<file path="src/rtl/decryption_pkg.sv">
// Shared types and defaults for the toy-cipher decryption datapath.
// The optional range check is enabled by defining DECRYPTION_RANGE_CHECK_EN.
package decryption_pkg;
  localparam int WIDTH_DEF = 8;
  localparam int P_PAR_DEF = 227;
  localparam logic [1:0] MODE_DECRYPT = 2'b10;

  typedef enum logic [1:0] {
    IDLE = 2'd0,
    SUB1 = 2'd1,
    SUB2 = 2'd2,
    DONE = 2'd3
  } state_t;
endpackage

</file>
<file path="src/rtl/decryption_mod_sub.sv">
// Combinational modular subtractor: diff = (a - b) mod P_PAR.
// The result is valid for operands that are already reduced below P_PAR.
module mod_sub #(
  parameter int WIDTH = 8,
  parameter int P_PAR = 227
) (
  input  logic [WIDTH-1:0] a,
  input  logic [WIDTH-1:0] b,
  output logic [WIDTH-1:0] diff
);
  localparam logic [WIDTH:0] MOD = (WIDTH+1)'(P_PAR);

  logic [WIDTH:0] d;

  always_comb begin
    d    = {1'b0, a} - {1'b0, b};
    // a borrow wraps the 9-bit difference; adding the modulus brings it back in range
    diff = (a < b) ? WIDTH'(d + MOD) : d[WIDTH-1:0];
  end
endmodule

</file>
<file path="src/rtl/decryption.sv">
// Decryption stage: P = (C2 - C1 - Sk) mod P_PAR over a shared subtractor.
// Defining DECRYPTION_RANGE_CHECK_EN adds operand range checking and drives err.
//
// state | meaning
// IDLE  | waiting for a ciphertext while mode selects decryption
// SUB1  | t = C2 - C1
// SUB2  | plaintext = t - Sk (or 0 on range error)
// DONE  | result presented until the consumer takes it
module decryption
  import decryption_pkg::*;
#(
  parameter int P_PAR = P_PAR_DEF,
  parameter int WIDTH = WIDTH_DEF
) (
  input  logic             clk,
  input  logic             rst_n,
  input  logic [1:0]       mode,
  input  logic             in_valid,
  output logic             in_ready,
  input  logic [WIDTH-1:0] cipher_c1,
  input  logic [WIDTH-1:0] cipher_c2,
  input  logic [WIDTH-1:0] secret_key,
  output logic             out_valid,
  input  logic             out_ready,
  output logic [WIDTH-1:0] plaintext,
  output logic             err
);
  state_t           state;
  logic [WIDTH-1:0] c1_q;
  logic [WIDTH-1:0] c2_q;
  logic [WIDTH-1:0] sk_q;
  logic [WIDTH-1:0] t_q;
  logic [WIDTH-1:0] sub_a;
  logic [WIDTH-1:0] sub_b;
  logic [WIDTH-1:0] sub_res;

  // rst_n is active-high; the port name is inherited from the surrounding datapath
  assign in_ready = !rst_n && (state == IDLE) && (mode == MODE_DECRYPT);

  always_comb begin
    sub_a = t_q;
    sub_b = sk_q;
    if (state == SUB1) begin
      sub_a = c2_q;
      sub_b = c1_q;
    end
  end

  mod_sub #(
    .WIDTH(WIDTH),
    .P_PAR(P_PAR)
  ) u_mod_sub (
    .a   (sub_a),
    .b   (sub_b),
    .diff(sub_res)
  );

`ifdef DECRYPTION_RANGE_CHECK_EN
  localparam logic [WIDTH:0] P_W = (WIDTH+1)'(P_PAR);

  logic err_q;
  logic err_r;
  logic range_bad;

  assign range_bad = ({1'b0, cipher_c1} >= P_W) || ({1'b0, cipher_c2} >= P_W) ||
                     (secret_key == '0) || ({1'b0, secret_key} >= P_W);
  assign err = err_r;

  always_ff @(posedge clk or posedge rst_n) begin
    if (rst_n) begin
      err_q <= 1'b0;
      err_r <= 1'b0;
    end else begin
      if (in_valid && in_ready) err_q <= range_bad;
      if (state == SUB2) err_r <= err_q;
    end
  end
`else
  assign err = 1'b0;
`endif

  always_ff @(posedge clk or posedge rst_n) begin
    if (rst_n) begin
      state     <= IDLE;
      c1_q      <= '0;
      c2_q      <= '0;
      sk_q      <= '0;
      t_q       <= '0;
      out_valid <= 1'b0;
      plaintext <= '0;
    end else begin
      case (state)
        IDLE: begin
          if (in_valid && in_ready) begin
            c1_q  <= cipher_c1;
            c2_q  <= cipher_c2;
            sk_q  <= secret_key;
            state <= SUB1;
          end
        end
        SUB1: begin
          t_q   <= sub_res;
          state <= SUB2;
        end
        SUB2: begin
`ifdef DECRYPTION_RANGE_CHECK_EN
          plaintext <= err_q ? '0 : sub_res;
`else
          plaintext <= sub_res;
`endif
          out_valid <= 1'b1;
          state     <= DONE;
        end
        DONE: begin
          if (out_ready) begin
            out_valid <= 1'b0;
            state     <= IDLE;
          end
        end
        default: state <= IDLE;
      endcase
    end
  end
endmodule

</file>
<file path="config.mk">
export PLATFORM = sky130hd
export DESIGN_NAME = decryption
export DESIGN_NICKNAME = d
export VERILOG_FILES = /design/src/rtl/decryption_pkg.sv /design/src/rtl/decryption_mod_sub.sv /design/src/rtl/decryption.sv
export SDC_FILE = /design/constraint.sdc
export NUM_CORES = 1
export LEC_CHECK = 0
export CAP_MARGIN = 20
export CORE_MARGIN = 10
export CORE_UTILIZATION = 53
export CTS_CLUSTER_DIAMETER = 200
export DETAILED_ROUTE_END_ITERATION = 8
export GPL_ROUTABILITY_DRIVEN = 0
export PLACE_DENSITY = 0.8
export SLEW_MARGIN = 10
export SYNTH_ARGS = -nofsm -noshare
export SYNTH_HDL_FRONTEND = slang
export SYNTH_SLANG_ARGS = --single-unit
</file>
<file path="constraint.sdc">
create_clock -name clk -period 4.1 [get_ports clk]
set_input_delay 0.615 -clock clk [delete_from_list [all_inputs] [get_ports clk]]
set_output_delay 0.615 -clock clk [all_outputs]
set_load 0.05 [all_outputs]
</file>
==> metrics <==
cts repair resizes=0; Syn Nets=255; Overflow after GRT=0; critical path data required time=approximately 4.3 ns; CP max FO=18; clock latency on the worst-skew pair=approximately 0.30 ns; Critical Path End Type=register; hold depth=2; Setup WS pre-CTS=~0.61 ns; Core ar.=between 4000 and 5000 sq um; drt total wl=roughly 4800 um; pin count of the biggest net entering global routing=27; die area=7590 sq um; period utilization=85.2%; Core Rows=24; initial antenna violation count=0; Hold Startpoint=t_q[2]$_DFFE_PP0P_; post-route ant nets=0; Slew Limit Fails=0; 1st-iter DRT viols=around 100; WS Path Type=reg2reg; Max Cap Viol=0; crit path DAT=roughly 3.7 ns; EDFF count, synth=0; maximum clock path buffer count=2; Post-DP HPWL=~3800 um; input/output buffers=39; worst-margin pin slew=roughly 1 ns; DP Area=roughly 2800 sq um; P&R area growth vs syn=24.3%; Max Fclk=0.286 GHz; vias in the first global route=roughly 1800; wire length per cell=about 16 um; clock skew=about 0.0060 ns; root buf cell=clkbuf_8; first-pass GRT wire length=around 8300 um; Hold EP=t_q[2]$_DFFE_PP0P_; vias after detailed routing=between 1500 and 2000; H-tree Lvls=2; Reg2Reg Launch Point=state[1]$_DFFE_PP0P_; chip height=slightly below 90 um; path depth of the worst reg2reg path=11; Final Critical Period=3.49 ns; crit path setup slack, layout=between 0.6 and 0.7 ns; Cells after Synth=~210; final net count=about 300; Yosys top cell area share=between 40% and 50%; initial cell density of the core=between 50% and 60%; clk slew on worst S/H paths=roughly 0.080 ns; Reg2Reg Setup Slack=just over 0.6 ns; Hold Buf Count CTS=0; synthesized cell area=about 2400 sq um; most frequent cells in the layout=dfrtp_1 (43), clkdlybuf4s50_1 (39), mux2_2 (32); Final Hold Viols=0; synthesized area per cell=~11 sq um; # setup viols final=0; layout cells sized above 1=roughly 20%; Distinct cells, synth=42; DRC=0; Die X-Extent=87.1 um; fill cell count=between 300 and 400; RSZ-0062 raised after global routing=no; Setup Buffers After CTS=0; Worst Hold Margin=0.489 ns; CP Launch Type=register; async set-reset flop share out of synthesis=100%; DR pass1 iterations=4; # IOs=approximately 40; CTS Buf Count=5; Setup TNS=0 ns; top post-synthesis cells by area=dfrtp_1 (45%), mux2_2 (15%), ha_1 (6.8%); Tot GR Track Use=between 10% and 20%; min-delay worst type=reg2reg; Yosys Warn Count=0; status=complete, no violations; r2r endpoint=t_q[7]$_DFFE_PP0P_; CTS tree=yes; commonest non-fill, non-tap cell in the layout=dfrtp_1; ANT cells=0; main flop type after synthesis=dfrtp_1; Finished Cell Area=about 3000 sq um; clk sinks=43; Yosys top cell by area=dfrtp_1; slew margin rel.=between 30% and 40%; Seq/Total Area, Yosys=~45%; Avg Vias per Cell=5.49; #FFs+latches synth=43
[synth_stat cells (all sizes together) (2+ instances only)]
cell type  count
o21ai          3
xnor2          9
nor3           2
a221o          2
dfrtp         43
or2            3
nor2          13
o21a           3
ha            13
xor2           4
inv            8
nand2         14
a21oi         17
buf            4
nor2b          4
nand3          2
a21o           4
a211oi         2
clkbuf         4
mux2          32
nand4          2
mux2i          7
a211o          2
[registers in the layout (all words and copies together) (netlist names)]
name / count
t_q: 8
c1_q: 8
plaintext: 8
c2_q: 8
out_valid: 1
state: 2
sk_q: 8
[cell families (layout without fill, tap and decap cells)]
group / Yosys count / in the layout / share of synthesized area [%]
muxes: 39 / 39 / 18.0
and+or+nand+nor: 44 / 44 / 9.02
DFF: 43 / 43 / 45.1
AOI/OAI and AO/OA: 41 / 41 / 12.2
adders and majority gates: 14 / 14 / 7.66
buffers and inverters: 16 / 59 / 3.04
xor gates and xnor gates: 13 / 13 / 4.77
other: 1 / 1 / 0.157
[stage by stage]
stage | utilization (%) | std cells
3_5_place_dp | 64.8 | 297
2_1_floorplan | - | 211
5_1_grt | 68.1 | 306
3_3_place_gp | 64.8 | 297
6_report | 68.1 | 306
4_1_cts | 67.5 | 305
[worst max path at each step]
| stage | end | start | slack [ns] | cells past startpoint |
|---|---|---|---|---|
| finish | t_q[7]$_DFFE_PP0P_ | state[1]$_DFFE_PP0P_ | 0.61 | 11 |
| global route | t_q[5]$_DFFE_PP0P_ | state[1]$_DFFE_PP0P_ | 0.29 | 13 |
| CTS | t_q[5]$_DFFE_PP0P_ | state[1]$_DFFE_PP0P_ | 0.58 | 13 |
| detailed placement | t_q[7]$_DFFE_PP0P_ | state[1]$_DFFE_PP0P_ | 0.61 | 13 |
| global placement | t_q[5]$_DFFE_PP0P_ | state[1]$_DFFE_PP0P_ | 0.68 | 13 |
| floorplan | c1_q[0]$_DFFE_PP0P_ | mode[1] | 0.69 | 4 |
[layout make-up]
type	count	area, sq um	area share (%)
clock buffers	6	82.6	2.78
clock inverters	2	35.0	1.18
inverters	8	30.0	1.01
multi-input cells	152	1240	41.7
flip-flops and latches	43	1080	36.3
well taps	52	65.1	2.19
repair buffers	43	440	14.8
[metal layers]
layer  share of wire (%)  routed length (um)  vias up  GRT usage [%]
li1                    -                   -      833              -
met1                  45                2140      796           16.8
met2                  48                2300       44           21.5
met3                 6.1                 294        8           3.84
met4                 1.4                  65        0           4.78
met5                   0                   0        -              0
[critical path, stage by stage, from the launching register on]
cell	delay (ns)
dfrtp_1	0.41
inv_1	0.10
ha_1	0.58
buf_4	0.30
mux2_2	0.35
ha_1	0.23
or2_2	0.29
a221o_1	0.30
a21o_1	0.26
a311oi_2	0.32
a211o_1	0.18
nand3_1	0.07
Power is not shown: default switching activity piles up to over one toggle a cycle in this logic, so the estimate is an artifact.
==> edit, RTL diff (same flow settings) <==
Build with the macro `DECRYPTION_RANGE_CHECK_EN` defined.
--- a/src/rtl/decryption.sv
+++ b/src/rtl/decryption.sv
@@ -7,4 +7,6 @@
 // SUB2  | plaintext = t - Sk (or 0 on range error)
 // DONE  | result presented until the consumer takes it
+`define DECRYPTION_RANGE_CHECK_EN
+
 module decryption
   import decryption_pkg::*;
Check against the original RTL: not equivalent (Yosys sat finds a counterexample within 4 cycles, from zero or initial values and one cycle with rst_n high).
==> edit against the original RTL <==
Design area rose by 5.3%. Setup slack improved by 0.27 ns. Global-route usage rose by 0.83 points. Area after synthesis rose by 7.4%. Routed wire length rose by 8.5%. Sequential cell count rose by 2. Non-clock buffer count did not move. Critical endpoint is now t_q[6].
Power is left out: the tool's default activity adds up to more than one toggle a clock period on the data nets, which glitch-free logic cannot reach.
==> edit: results (changes against the original RTL) <==
Routing
  • Met2 WL: 2.495 mm (was 2.304 mm)
  • Router iterations before antenna repair: 4 (unchanged)
  • Initial drt markers: 107 (was 101)
  • Vias: 1849 (was 1681)
  • WL met1: 2.385 mm (was 2.140 mm)
  • Max Used Layer: met4 (unchanged)
  • Total wire length: 5.212 mm (was 4.804 mm)
  • Vias per inst: 5.586 (was 5.493)
  • Routed wl met3: 233 um (was 294 um)

Yosys
  • Most used DFF post-synth: dfrtp_1 (unchanged)
  • Sequential share of the synthesized area: 43.95% (was 45.10%)
  • Post-synthesis mux area share: 16.75% (was 18.04%)
  • Compound-Gate Fraction of Synth Area: 14.16% (was 12.22%)
  • Synthesis warning total: 0 (unchanged)
  • Top area cells in the synthesized netlist: dfrtp_1 (44%), mux2_2 (14%), ha_1 (6.3%) (was dfrtp_1 (45%), mux2_2 (15%), ha_1 (6.8%))
  • Xor/xnor share of the synthesized area: 3.711% (was 4.772%)
  • Post-synthesis adder-cell area fraction: 7.129% (was 7.656%)
  • Cells after Synth: 233 (was 211)
  • Netlist cell types: 45 (was 42)
  • Synth cell count leaders: dfrtp_1 (45), mux2_2 (31), inv_1 (18), nand2_1 (16), ha_1 (13) (was dfrtp_1 (43), mux2_2 (32), a21oi_1 (17), nand2_1 (14))
  • Syn_nets: 277 (was 255)

Global routing
  • Met2 global-route usage: 23.76% (was 21.45%)
  • Total GRT Usage: 14.25% (was 13.42%)
  • Initial antenna violation count: 0 (unchanged)
  • Global-route wire length before repair: 9.011 mm (was 8.342 mm)
  • Met1 usage: 17.67% (was 16.85%)
  • Met3 Use GR: 3.373% (was 3.839%)
  • Vias in the first global route: 1940 (was 1819)
  • Largest net degree at the start of global routing: 28 (was 27)

Placement
  • Placed cell areas: 3017 um2 (was 2821 um2)
  • DP Wirelength: 4.118 mm (was 3.807 mm)
  • Place WS: 0.9151 ns (was 0.6082 ns)
  • Port Buffers: 40 (was 39)

Hold path
  • Hold path cells: 1 (was 2)
  • Worst Hold Path EP: err (was t_q[2])
  • Hold path start: err (was t_q[2])
  • Hold crit path type: reg2reg (unchanged)

Setup path
  • Largest fanout on the critical path: 27 (was 18)
  • Worst Setup EP: t_q[6] (was t_q[7])
  • R2r setup slk: 0.88 ns (was 0.61 ns)
  • Worst reg2reg path depth: 13 (was 11)
  • Reg-to-Reg End: t_q[6] (was t_q[7])
  • Worst EP arrival: 3.39 ns (was 3.68 ns)

Clocking
  • Later-pin clock latency in the skew report: 0.30 ns (about the same)
  • Root buffer cell: clkbuf_8 (unchanged)
  • CTS Buffer Depth: 2 (unchanged)
  • Setup Buffers After CTS: 0 (unchanged)
  • Clock-pin slew on the worst setup and hold paths: 0.08 ns (about the same)

Run status
  • Outcome: finished clean (unchanged)

Timing
  • Slew headroom: 44.90% (was 33.46%)
  • Post-route minimum period: 3.220 ns (was 3.493 ns)
  • Fin Hold WS: 0.5077 ns (was 0.4890 ns)
  • Skew final: 0.003670 ns (was 0.005999 ns)

Final layout
  • Final Net Count: 320 (was 297)
  • # fillers: 377 (was 340)
  • Share of layout cells above drive strength 1: 19.13% (was 20.47%)
==> edit: critical path: stages, from the launching register on <==
cell and delay (ns):
dfrtp_1 0.40, inv_1 0.10, ha_1 0.14, buf_4 0.31, mux2i_1 0.23, ha_1 0.17, inv_1 0.05, fa_1 0.41
a21oi_2 0.26, o211ai_2 0.12, a31o_2 0.29, a311oi_2 0.26, xor2_1 0.23, a21oi_1 0.10
==> edit: cell families (layout without fill, tap and decap cells) <==
logic type | Yosys count | in the layout
and+or+nand+nor | 53 | 53
buffers and inverters | 25 | 69
DFF | 45 | 45
xor gates and xnor gates | 10 | 10
AOI/OAI and AO/OA | 47 | 47
adders and majority gates | 14 | 14
muxes | 39 | 39
==> edit: cell type report <==
type	count	area, um2	area share (%)
Sequential cell	45	1126	36.04
Multi-Input combinational cell	163	1340	42.89
Tap cell	54	67.56	2.163
Inverter	18	67.56	2.163
Clock buffer	8	80.08	2.563
Timing Repair Buffer	43	442.9	14.18
